<file path="config.mk">
export PLATFORM = sky130hd
export DESIGN_NAME = mem_arbiter
export DESIGN_NICKNAME = d
export VERILOG_FILES = /design/src/rtl/mem_arbiter_pkg.sv /design/src/rtl/mem_arbiter.sv
export SDC_FILE = /design/constraint.sdc
export NUM_CORES = 1
export LEC_CHECK = 0
export CAP_MARGIN = 5
export CORE_AREA = 2 2 331 333
export CTS_CLUSTER_DIAMETER = 150
export CTS_CLUSTER_SIZE = 30
export DETAILED_ROUTE_END_ITERATION = 8
export DIE_AREA = 0 0 333 335
export GPL_TIMING_DRIVEN = 0
export PLACE_DENSITY_LB_ADDON = 0.1
export SYNTH_ARGS = -nofsm -noshare
export SYNTH_HDL_FRONTEND = slang
export SYNTH_SLANG_ARGS = --single-unit
</file>
<file path="constraint.sdc">
create_clock -name clk -period 1.3 [get_ports clk]
set_input_delay 0.195 -clock clk [delete_from_list [all_inputs] [get_ports clk]]
set_output_delay 0.195 -clock clk [all_outputs]
set_load 0.02 [all_outputs]
</file>
<file path="src/rtl/mem_arbiter_pkg.sv">
// Shared definitions for the memory arbiter and the caches that sit in front of it:
// arbiter state encodings, requester IDs and cache line state encodings.
package mem_arbiter_pkg;

  typedef enum logic [1:0] {
    ST_IDLE    = 2'b00,
    ST_GRANT_I = 2'b01,
    ST_GRANT_D = 2'b10
  } arb_state_e;

  typedef enum logic {
    REQ_ICACHE = 1'b0,
    REQ_DCACHE = 1'b1
  } req_id_e;

  // Line states used by the icache/dcache controllers
  typedef enum logic [1:0] {
    CL_INVALID = 2'b00,
    CL_CLEAN   = 2'b01,
    CL_DIRTY   = 2'b10
  } cache_line_state_e;

endpackage

</file>
<file path="src/rtl/mem_arbiter.sv">
// Two-port (icache/dcache) arbiter onto a single shared memory port.
// Optional watchdog compiled in with `define MEM_ARB_TIMEOUT_EN.
//
// state      | meaning
// -----------+---------------------------------------------------------
// ST_IDLE    | no grant; memory port driven to 0, pick next requester
// ST_GRANT_I | icache owns the memory port, waiting for mem_ready_in
// ST_GRANT_D | dcache owns the memory port, waiting for mem_ready_in
//
// The state register is the only grant storage, so the shared-port outputs
// are a pure mux of the granted requester's inputs and fall to 0 the moment
// reset forces ST_IDLE.
module mem_arbiter
  import mem_arbiter_pkg::*;
#(
  parameter int ADDR_W         = 20,
  parameter int LINE_W         = 128,
  parameter int TIMEOUT_CYCLES = 255
) (
  input  logic              clk,
  input  logic              reset,
  input  logic              i_req_in,
  input  logic              i_we_in,
  input  logic [ADDR_W-1:0] i_addr_in,
  input  logic [LINE_W-1:0] i_data_in,
  input  logic              d_req_in,
  input  logic              d_we_in,
  input  logic [ADDR_W-1:0] d_addr_in,
  input  logic [LINE_W-1:0] d_data_in,
  output logic              i_ready_out,
  output logic [LINE_W-1:0] i_data_out,
  output logic              d_ready_out,
  output logic [LINE_W-1:0] d_data_out,
  output logic              mem_req_out,
  output logic              mem_we_out,
  output logic [ADDR_W-1:0] mem_addr_out,
  output logic [LINE_W-1:0] mem_data_out,
  input  logic              mem_ready_in,
  input  logic [LINE_W-1:0] mem_data_in,
  output logic              timeout_err_out
);

  arb_state_e state_q, state_d;
  req_id_e    last_q, last_d;
  logic       lock_q, lock_d;
  req_id_e    lock_id_q, lock_id_d;

  logic    gnt_i, gnt_d, gnt_req, gnt_we;
  req_id_e gnt_id;
  logic    tmo_hit;

  assign gnt_i   = (state_q == ST_GRANT_I);
  assign gnt_d   = (state_q == ST_GRANT_D);
  assign gnt_id  = gnt_d ? REQ_DCACHE : REQ_ICACHE;
  assign gnt_req = gnt_i ? i_req_in : (gnt_d ? d_req_in : 1'b0);
  assign gnt_we  = gnt_i ? i_we_in  : (gnt_d ? d_we_in  : 1'b0);

`ifdef MEM_ARB_TIMEOUT_EN
  localparam int CNT_W = $clog2(TIMEOUT_CYCLES + 1);

  logic [CNT_W-1:0] tmo_cnt_q, tmo_cnt_d;

  // Watchdog: held at 0 in IDLE so every grant starts from zero, counts stalled grant cycles
  always_comb begin
    tmo_cnt_d = tmo_cnt_q;
    if (state_q == ST_IDLE) begin
      tmo_cnt_d = '0;
    end else if (!mem_ready_in) begin
      tmo_cnt_d = tmo_cnt_q + 1'b1;
    end
  end

  // Watchdog count register
  always_ff @(posedge clk or negedge reset) begin
    if (!reset) begin
      tmo_cnt_q <= '0;
    end else begin
      tmo_cnt_q <= tmo_cnt_d;
    end
  end

  // Fires in the grant cycle that would bring the count to TIMEOUT_CYCLES.
  // An aborting requester is not reported: it is already going away.
  assign tmo_hit = gnt_req && !mem_ready_in &&
                   (tmo_cnt_q == CNT_W'(TIMEOUT_CYCLES - 1));
  assign timeout_err_out = tmo_hit;
`else
  assign tmo_hit = 1'b0;
  // Parameter kept so both builds share one interface; folds to constant 0.
  assign timeout_err_out = 1'b0 && (TIMEOUT_CYCLES > 0);
`endif

  // Next-state: write-back lock, then round-robin in IDLE; completion/abort/timeout when granted
  always_comb begin
    state_d   = state_q;
    last_d    = last_q;
    lock_d    = lock_q;
    lock_id_d = lock_id_q;
    case (state_q)
      ST_IDLE: begin
        // The lock only lives for the first IDLE cycle after a write-back.
        lock_d = 1'b0;
        if (lock_q && (lock_id_q == REQ_DCACHE) && d_req_in) begin
          state_d = ST_GRANT_D;
        end else if (lock_q && (lock_id_q == REQ_ICACHE) && i_req_in) begin
          state_d = ST_GRANT_I;
        end else if (i_req_in && d_req_in) begin
          state_d = (last_q == REQ_ICACHE) ? ST_GRANT_D : ST_GRANT_I;
        end else if (i_req_in) begin
          state_d = ST_GRANT_I;
        end else if (d_req_in) begin
          state_d = ST_GRANT_D;
        end
      end
      ST_GRANT_I, ST_GRANT_D: begin
        if (mem_ready_in) begin
          // Completion wins over a same-cycle abort.
          state_d   = ST_IDLE;
          last_d    = gnt_id;
          lock_d    = gnt_we;
          lock_id_d = gnt_id;
        end else if (!gnt_req) begin
          state_d = ST_IDLE;
        end else if (tmo_hit) begin
          state_d = ST_IDLE;
          last_d  = gnt_id;
        end
      end
      default: state_d = ST_IDLE;
    endcase
  end

  // Grant state, round-robin history and write-back lock registers
  always_ff @(posedge clk or negedge reset) begin
    if (!reset) begin
      state_q   <= ST_IDLE;
      last_q    <= REQ_ICACHE;
      lock_q    <= 1'b0;
      lock_id_q <= REQ_ICACHE;
    end else begin
      state_q   <= state_d;
      last_q    <= last_d;
      lock_q    <= lock_d;
      lock_id_q <= lock_id_d;
    end
  end

  assign mem_req_out  = gnt_req;
  assign mem_we_out   = gnt_we;
  assign mem_addr_out = gnt_i ? i_addr_in : (gnt_d ? d_addr_in : '0);
  assign mem_data_out = gnt_i ? i_data_in : (gnt_d ? d_data_in : '0);

  assign i_ready_out = gnt_i & mem_ready_in;
  assign d_ready_out = gnt_d & mem_ready_in;
  assign i_data_out  = gnt_i ? mem_data_in : '0;
  assign d_data_out  = gnt_d ? mem_data_in : '0;

endmodule

</file>
After elaboration in Yosys (flattened, before gate mapping)
Cells that the tools add are included.
- flip-flop bits (word level): 4
- bits in latches: 0
- RAM bits: 0
- ROM bits: 0
- bits of input ports: 431
- output and inout bits: 409
- word-level logic and storage cells: 44
- memories kept: 0
- add/sub/neg operators: 0
- multipliers: 0
- div/mod/pow operators: 0
- $lt $le $gt $ge: 0
- eq/ne operators: 5
- shift operators: 0
- muxes and demuxes: 22
- bitwise logic cells: 3
- reductions and logical operators: 11
- operator list (cell ; count):
    $mux 128 ; 4
    $mux 20 ; 2
    $mux 2 ; 8
    $mux 1 ; 6
    $ne 6x6->1 const B ; 1
    $reduce_and 2->1 ; 3
    $logic_and 1x1->1 ; 5
    $pmux 2 s2 ; 1
    $ne 3x3->1 const B ; 1
    $and 1x1->1 ; 2
    $eq 2x1->1 const B ; 1
    $eq 2x2->1 const B ; 1
    $logic_not 2->1 ; 1
    $ne 2x2->1 const B ; 1
    $pmux 1 s2 ; 1
    $reduce_bool 2->1 ; 1
    $reduce_or 2->1 ; 1
    $not 1->1 ; 1

Logic depth before layout (Yosys ltp)
Gate-level depths: netlist of run 1.
- depth after elaboration: 6
- mapped depth: 7

Least setup slack after synthesis of run 1
No wires, ideal clock.
- kind: register to output
- start: reg state_q[0]
- end: out mem_data_out[10]
- arrival time: 1.561 ns
- data required time: 1.105 ns
- path slack: -0.456 ns
- cell stages (with the launch flop): 8
- path buffers: 3
- cells stage by stage: dfrtp_1 inv_1 ha_1 buf_4 buf_4 buf_2 nand2_1 o21ai_0
- word-level cells in the longest chain between the ends: 3
- RTL lines (element ; RTL line ; text):
    start, declared ; mem_arbiter.sv:43 ; arb_state_e state_q, state_d;
    start signal, assigned ; mem_arbiter.sv:141 ; state_q <= state_d;
    $eq 2x2->1 ; mem_arbiter.sv:53 ; assign gnt_d = (state_q == ST_GRANT_D);
    net gnt_d ; mem_arbiter.sv:48 ; logic gnt_i, gnt_d, gnt_req, gnt_we;
    $mux 128 (2 in series) ; mem_arbiter.sv:151 ; assign mem_data_out = gnt_i ? i_data_in : (gnt_d ? d_data_in : '0);
    end, declared ; mem_arbiter.sv:37 ; output logic [LINE_W-1:0] mem_data_out,
The timed path passes the listed nets, and every way through them passes these cells.

Worst setup path in the final report of run 1
- start: reg state_q[0]
- end: out mem_data_out[52]
- word-level cells in the longest chain between the ends: 3
- RTL lines (element ; RTL line):
    $eq 2x2->1 ; mem_arbiter.sv:53
    $mux 128 ; mem_arbiter.sv:151
    $mux 128 * ; mem_arbiter.sv:151
Mark *: on every way between the ends. The rest lies on a longest branch, timed or not.

==> results of run 1 <==
==> routing by layer <==
metal | up-vias | part of all wire [%]
met4 | 2 | 1.9
met2 | 457 | 55
met3 | 50 | 6.2
li1 | 4459 | -
met5 | - | 0.018
met1 | 4374 | 37
==> power breakdown <==
group	total [mW]	internal [mW]	switching, mW
sequential	0.246	0.184	0.0614
combinational	39.0	19.6	19.4
clock	0.468	0.392	0.0762
total	39.7	20.2	19.5
==> cells by family (layout without fill, tap and decap cells) <==
| logic type | Yosys count | count (layout) | synth area share [%] |
|---|---|---|---|
| compound gates | 152 | 152 | 18.80 |
| xor+xnor | 1 | 1 | 0.2113 |
| fa+ha+maj | 3 | 3 | 0.9053 |
| buf+inv | 81 | 1022 | 9.445 |
| flops | 4 | 4 | 2.414 |
| mux | 3 | 3 | 0.7544 |
| other cells | 1 | 10 | 0.09044 |
| simple gates | 566 | 566 | 67.38 |
==> flip-flops by register name (all words and copies together), names as in the netlist <==
| signal | flops |
|---|---|
| lock_id_q | 1 |
| state_q | 2 |
| lock_q | 1 |
==> final cells by class <==
cell class                      instances  area, µm²  area share (%)
Multi-Input combinational cell        726       5791           30.72
Inverter                                2      7.507         0.03982
Tap cell                             1414       1769           9.385
Antenna cell                            9      22.52          0.1195
Sequential cell                         4      101.3          0.5376
Buffer                                 78       1396           7.407
Clock buffer                            3      75.07          0.3982
Timing Repair Buffer                  939       9688           51.39
==> stage by stage <==
stage	utilization, %	area (µm²)
floorplan	-	5524
global placement	14.51	15680
detailed placement	14.51	15680
CTS	15.30	16540
global route	17.42	18830
finish	17.44	18850
==> cells in the mapped netlist <==
master	n
o21ai_1	108
clkbuf_1	23
buf_2	49
nand3b_1	1
a22o_1	3
a211o_1	1
dfrtp_1	4
conb_1	1
mux2i_1	2
nor2b_2	1
mux2_2	1
buf_4	7
and2_1	258
o21ai_0	39
ha_1	3
inv_1	2
xnor2_1	1
nor2_1	1
nand4b_1	1
nand3_1	4
a21oi_2	1
nand2_1	298
nand2b_1	2
==> worst paths after layout <==
path | start | end | slack (ns) | cells after the start
hold reg to reg | lock_id_q | lock_id_q | 0.53 | 1
max in group asynchronous | reset | state_q[1] | 0.91 | 1
min in group clk | lock_id_q | lock_id_q | 0.53 | 1
setup / recovery | state_q[0] | mem_data_out[52] | -0.81 | 7
hold / removal | reset | state_q[0] | 0.19 | 1
setup reg to reg | state_q[0] | lock_q | -0.61 | 10
==> timing repair <==
action | 4_1_cts | 5_1_grt
hold buffers | 0 | 0
cloned | 5 | 35
pin swaps | 6 | 101
endpoints found under the setup margin | 412 | 412
setup buffers | 14 | 48
resized for setup | 1478 | 1228
==> impl_metrics.py, run 1 <==
metrics = {
    "critical_path": {
        "slowest_stage": "dfrtp_1",
        "crit_path_end_kind": "primary output",
        "critPathTopFamily": "buffers and inverters",
        "max_stage_delay_ns": 0.39,
        "cp_max_fo": 8,
        "required_ns": 1.11,
        "cp-start-kind": "flip-flop",
        "critPathBufInv": 5,
        "critPathArrivalTime_ns": 1.92,
        "crit_type": "flip-flop to primary output",
        "crit_path_cell_trace": "buf_6 > ha_4 > buf_12 > clkbuf_16 > clkbuf_16 > o21ai_4 > buf_6",
    },
    "power": {
        "power_mw": 39.74,
        "powerDensity_nw_per_um2": 2108,
        "ir_drop_v": 0.0008273,
        "leakage_nw": 7.998,
    },
    "clock_tree": {
        "cts_buffers": 3,
        "clock_sinks": 4,
        "clk_latency_ns": 0.22,
        "cts_max_level": 1,
        "clk_path_buf_depth": 2,
        "cts_root_buf": "clkbuf_16",
        "cts_tree": "built",
        "path_clk_slew_ns": 0.03,
    },
    "grt": {
        "grt_max_degree": 11,
        "grt_pass1_vias": 9584,
        "grtUsageMet1_pct": 11.41,
        "grt_use_met2_pct": 22.08,
        "grt_pass1_wl_um": 85400,
        "top_usage_layer": "met2",
        "grt_overflow": 0,
        "grtUsageMet3_pct": 3.019,
        "grt_use_total_pct": 10.99,
        "antenna_found_initial": 16,
    },
    "sta": {
        "setup_viol": 412,
        "hold_slack_ns": 0.1910,
        "period_needed_ns": 2.110,
        "fin_skew_ns": 0.00002814,
        "grt_setup_unrepaired": "yes",
        "fmax_mhz": 473.9,
        "drv_slew": 0,
        "fin_crit_sh_pct": 162.3,
        "final.setup.tns_ns": -271.94,
        "worst_slack_ns": -0.8102,
        "finalHoldViolCount": 0,
    },
    "synthesis": {
        "synth_seq_cells": 4,
        "synth.top_cell.area_share_pct": 38.93,
        "syn_area_per_cell_um2": 5.113,
        "ys_warn_count": 0,
        "ys_top_cells_by_area": "and2_1, nand2_1, o21ai_1",
        "synthesis.nets": 1245,
        "syn_inst": 811,
        "synth_top_area_cell": "and2_1",
        "ys_seq_area_share_pct": 2.414,
        "ys_types": 23,
        "syn_area_um2": 4146,
    },
    "placement": {
        "hpwl_um": 58130,
        "place_ws_ns": -1.994,
        "dp.cells": 3063,
        "routabilityCongestion": 0.8376,
        "port-buffer-count": 838,
    },
    "floorplanning": {
        "ios": 840,
        "die-width_um": 333,
        "coreArea_um2": 108100,
        "die_area_um2": 111600,
        "die_height_um": 335,
        "initial_core_util_pct": 3.836,
        "fp-row-count": 121,
    },
    "route": {
        "viasPerCell": 2.942,
        "drt-initial-drc-count": 164,
        "wl_um": 71130,
        "wire_per_inst_um": 22.40,
        "antenna_left": 0,
        "drcViolationCount": 0,
        "dr.pass1.iters": 4,
        "vias": 9342,
    },
    "finish": {
        "final_cell_mix": "clkdlybuf4s50_1, buf_6, and2_4",
        "layout.nets": 2188,
        "final_common_cell": "clkdlybuf4s50_1",
        "layout.cells.non_filler": 3175,
        "area_growth_pct": 354.6,
        "drive_gt1_share_pct": 61.82,
        "fillers": 12240,
    },
    "run": {
        "cap_violations": 0,
    },
    "outcome": {
        "status": "complete, but fails checks",
        "violations": "negative setup slack",
    },
    "worst_hold_path": {
        "hp-class": "input port to asynchronous set/reset pin",
    },
}
No activity file was read; power rests on OpenSTA's default activity.
==> inputs of run 2 (changes only) <==
Settings changed: CAP_MARGIN 5 to default.
==> results of run 2 <==
The final DEF is identical to that of run 1; final timing and power are the same.
==> inputs of run 3 (changes only) <==
Settings changed: CTS_BUF_LIST from default to sky130_fd_sc_hd__clkbuf_4, PLACE_DENSITY from default to 0.3, PLACE_DENSITY_LB_ADDON 0.1 to default.
==> run 3 against run 2 <==
  * The run still ends with negative setup slack left
  * Register-to-register slack better by 0.26 ns
  * Global-route usage grew 2.3 points
  * Cell count is 1.6% lower
  * Worst hold slack got worse by 0.0039 ns
  * Die area unchanged
==> impl_metrics.py, run 3 (same netlist as run 1, synthesis figures left out) <==
metrics = {
    "outcome": {
        "status": "complete, but fails checks",
        "violations": "negative setup slack",
    },
    "finish": {
        "regMostFlops": "state_q",
        "drive_gt1_share_pct": 50.88,
        "final_common_cell": "clkdlybuf4s50_1",
        "final_area_um2": 16940,
        "final_cell_mix": "clkdlybuf4s50_1, nand2_1, and2_4",
        "area_growth_pct": 308.6,
        "largest_reg_flops": 2,
        "largestRegisters": "state_q: 2 flops, lock_id_q: 1 flops, lock_q: 1 flops",
        "fillers": 12450,
        "layout.nets": 2134,
    },
    "power": {
        "leakage_nw": 6.987,
        "powerDensity_nw_per_um2": 2049,
        "ir_drop_v": 0.0006834,
    },
    "grt": {
        "grt_pass1_wl_um": 98590,
        "grt_pass1_vias": 9766,
        "grt_max_degree": 12,
        "antenna_found_initial": 29,
        "grt_use_total_pct": 13.28,
        "grt_overflow": 0,
    },
    "route": {
        "dr.pass1.iters": 6,
        "viasPerCell": 2.949,
        "wire_per_inst_um": 26.21,
        "drcViolationCount": 0,
        "wl_um": 81910,
        "antenna_left": 0,
        "drt-initial-drc-count": 367,
        "vias": 9217,
    },
    "clock_tree": {
        "cts_tree": "built",
        "cts_hold_buf": 0,
        "clk_path_buf_depth": 2,
        "cts_buffers": 3,
        "cts_root_buf": "clkbuf_4",
        "cts_max_level": 1,
        "clk_latency_ns": 0.23,
        "clock_sinks": 4,
        "path_clk_slew_ns": 0.04,
    },
    "floorplanning": {
        "coreArea_um2": 108100,
        "die_height_um": 335,
        "fp-row-count": 121,
        "die_area_um2": 111600,
        "die-width_um": 333,
        "ios": 840,
        "initial_core_util_pct": 3.836,
    },
    "critical_path": {
        "required_ns": 1.11,
        "slowest_stage": "dfrtp_2",
        "max_stage_delay_ns": 0.43,
        "crit_path_end_kind": "primary output",
        "reg2reg_slack_ns": -0.35,
        "critPathTopFamily": "buffers and inverters",
        "r2r_end": "lock_q",
        "critPathArrivalTime_ns": 2.03,
        "crit_path_cell_trace": "inv_2 > ha_4 > buf_12 > buf_12 > buf_8 > nand2_1 > o21ai_4 > buf_4",
        "timing.critical_path.mode_cell": "buf_12",
        "reg2reg_depth": 7,
        "cp_max_fo": 10,
        "r2r-start": "state_q[0]",
        "critPathBufInv": 5,
        "cp-start-kind": "flip-flop",
        "crit_type": "flip-flop to primary output",
    },
    "sta": {
        "finalHoldViolCount": 0,
        "slew_headroom_pct": 60.31,
        "fin_crit_sh_pct": 171.2,
        "setup_viol": 412,
        "drv_slew": 0,
        "period_needed_ns": 2.226,
        "grt_setup_unrepaired": "yes",
        "fmax_mhz": 449.2,
        "worst_slack_ns": -0.9259,
        "fin_skew_ns": 0.001545,
        "tightest_slew_ns": 0.5934,
    },
    "placement": {
        "dpl_cell_area_um2": 15680,
        "hpwl_um": 72610,
        "place_ws_ns": -1.859,
        "routabilityCongestion": 0.8683,
        "port-buffer-count": 838,
    },
    "run": {
        "cap_violations": 0,
    },
    "worst_hold_path": {
        "hp-class": "input port to asynchronous set/reset pin",
    },
}
run 3: where the power goes:
group	switching [mW]	internal (mW)	leakage, nW
logic	19.2	15.1	6.92
registers	0.0656	0.187	0.0497
clock network	0.0480	0.103	0.0139
run 3: area by class of cell:
cell class              count  area, µm²  area share [%]
well taps                1414       1769           10.44
multi-input cells         726       5177           30.56
flip-flops and latches      4      102.6          0.6055
diodes                     13      32.53          0.1920
inverters                   2      7.507         0.04431
clock buffers               3      22.52          0.1329
plain buffers              79       1269           7.488
repair buffers            884       8563           50.54
run 3: layer usage:
metal,global-route usage [%],vias to the layer above,part of all wire (%)
met1,15.86,4261,42
li1,-,4359,-
met3,3.961,61,7.2
met4,3.562,10,1.8
met5,0,-,0.084
met2,22.96,526,49
run 3: worst max path at each step:
stage	slack, ns	start	end	cells after the start
detailed placement	-1.86	state_q[1]	mem_data_out[49]	7
floorplan	-0.31	state_q[0]	mem_data_out[17]	7
global placement	-1.85	state_q[1]	mem_data_out[49]	7
finish	-0.93	state_q[0]	mem_data_out[109]	8
CTS	-0.95	state_q[0]	mem_data_out[123]	8
global route	-0.95	state_q[0]	mem_data_out[37]	8
run 3: metrics by stage:
step	hold WS [ns]	total power, mW	utilization (%)	setup TNS (ns)	std cells
after floorplan	-0.1006	15.18	-	-74.96	811
after global placement	0.4237	31.32	14.51	-505.26	3063
after detailed placement	0.4290	31.27	14.51	-512.28	3063
after global routing	0.1957	36.81	15.66	-341.91	3119
after CTS	0.1764	31.83	15.03	-358.64	3073
final	0.1871	34.71	15.67	-303.64	3125
run 3: what timing repair did:
| item | CTS | global route |
|---|---|---|
| gates cloned | 1 | 16 |
| gates resized for setup | 1273 | 744 |
| setup buffers | 6 | 23 |
| setup endpoints to repair | 412 | 412 |
| pin swaps | 2 | 14 |
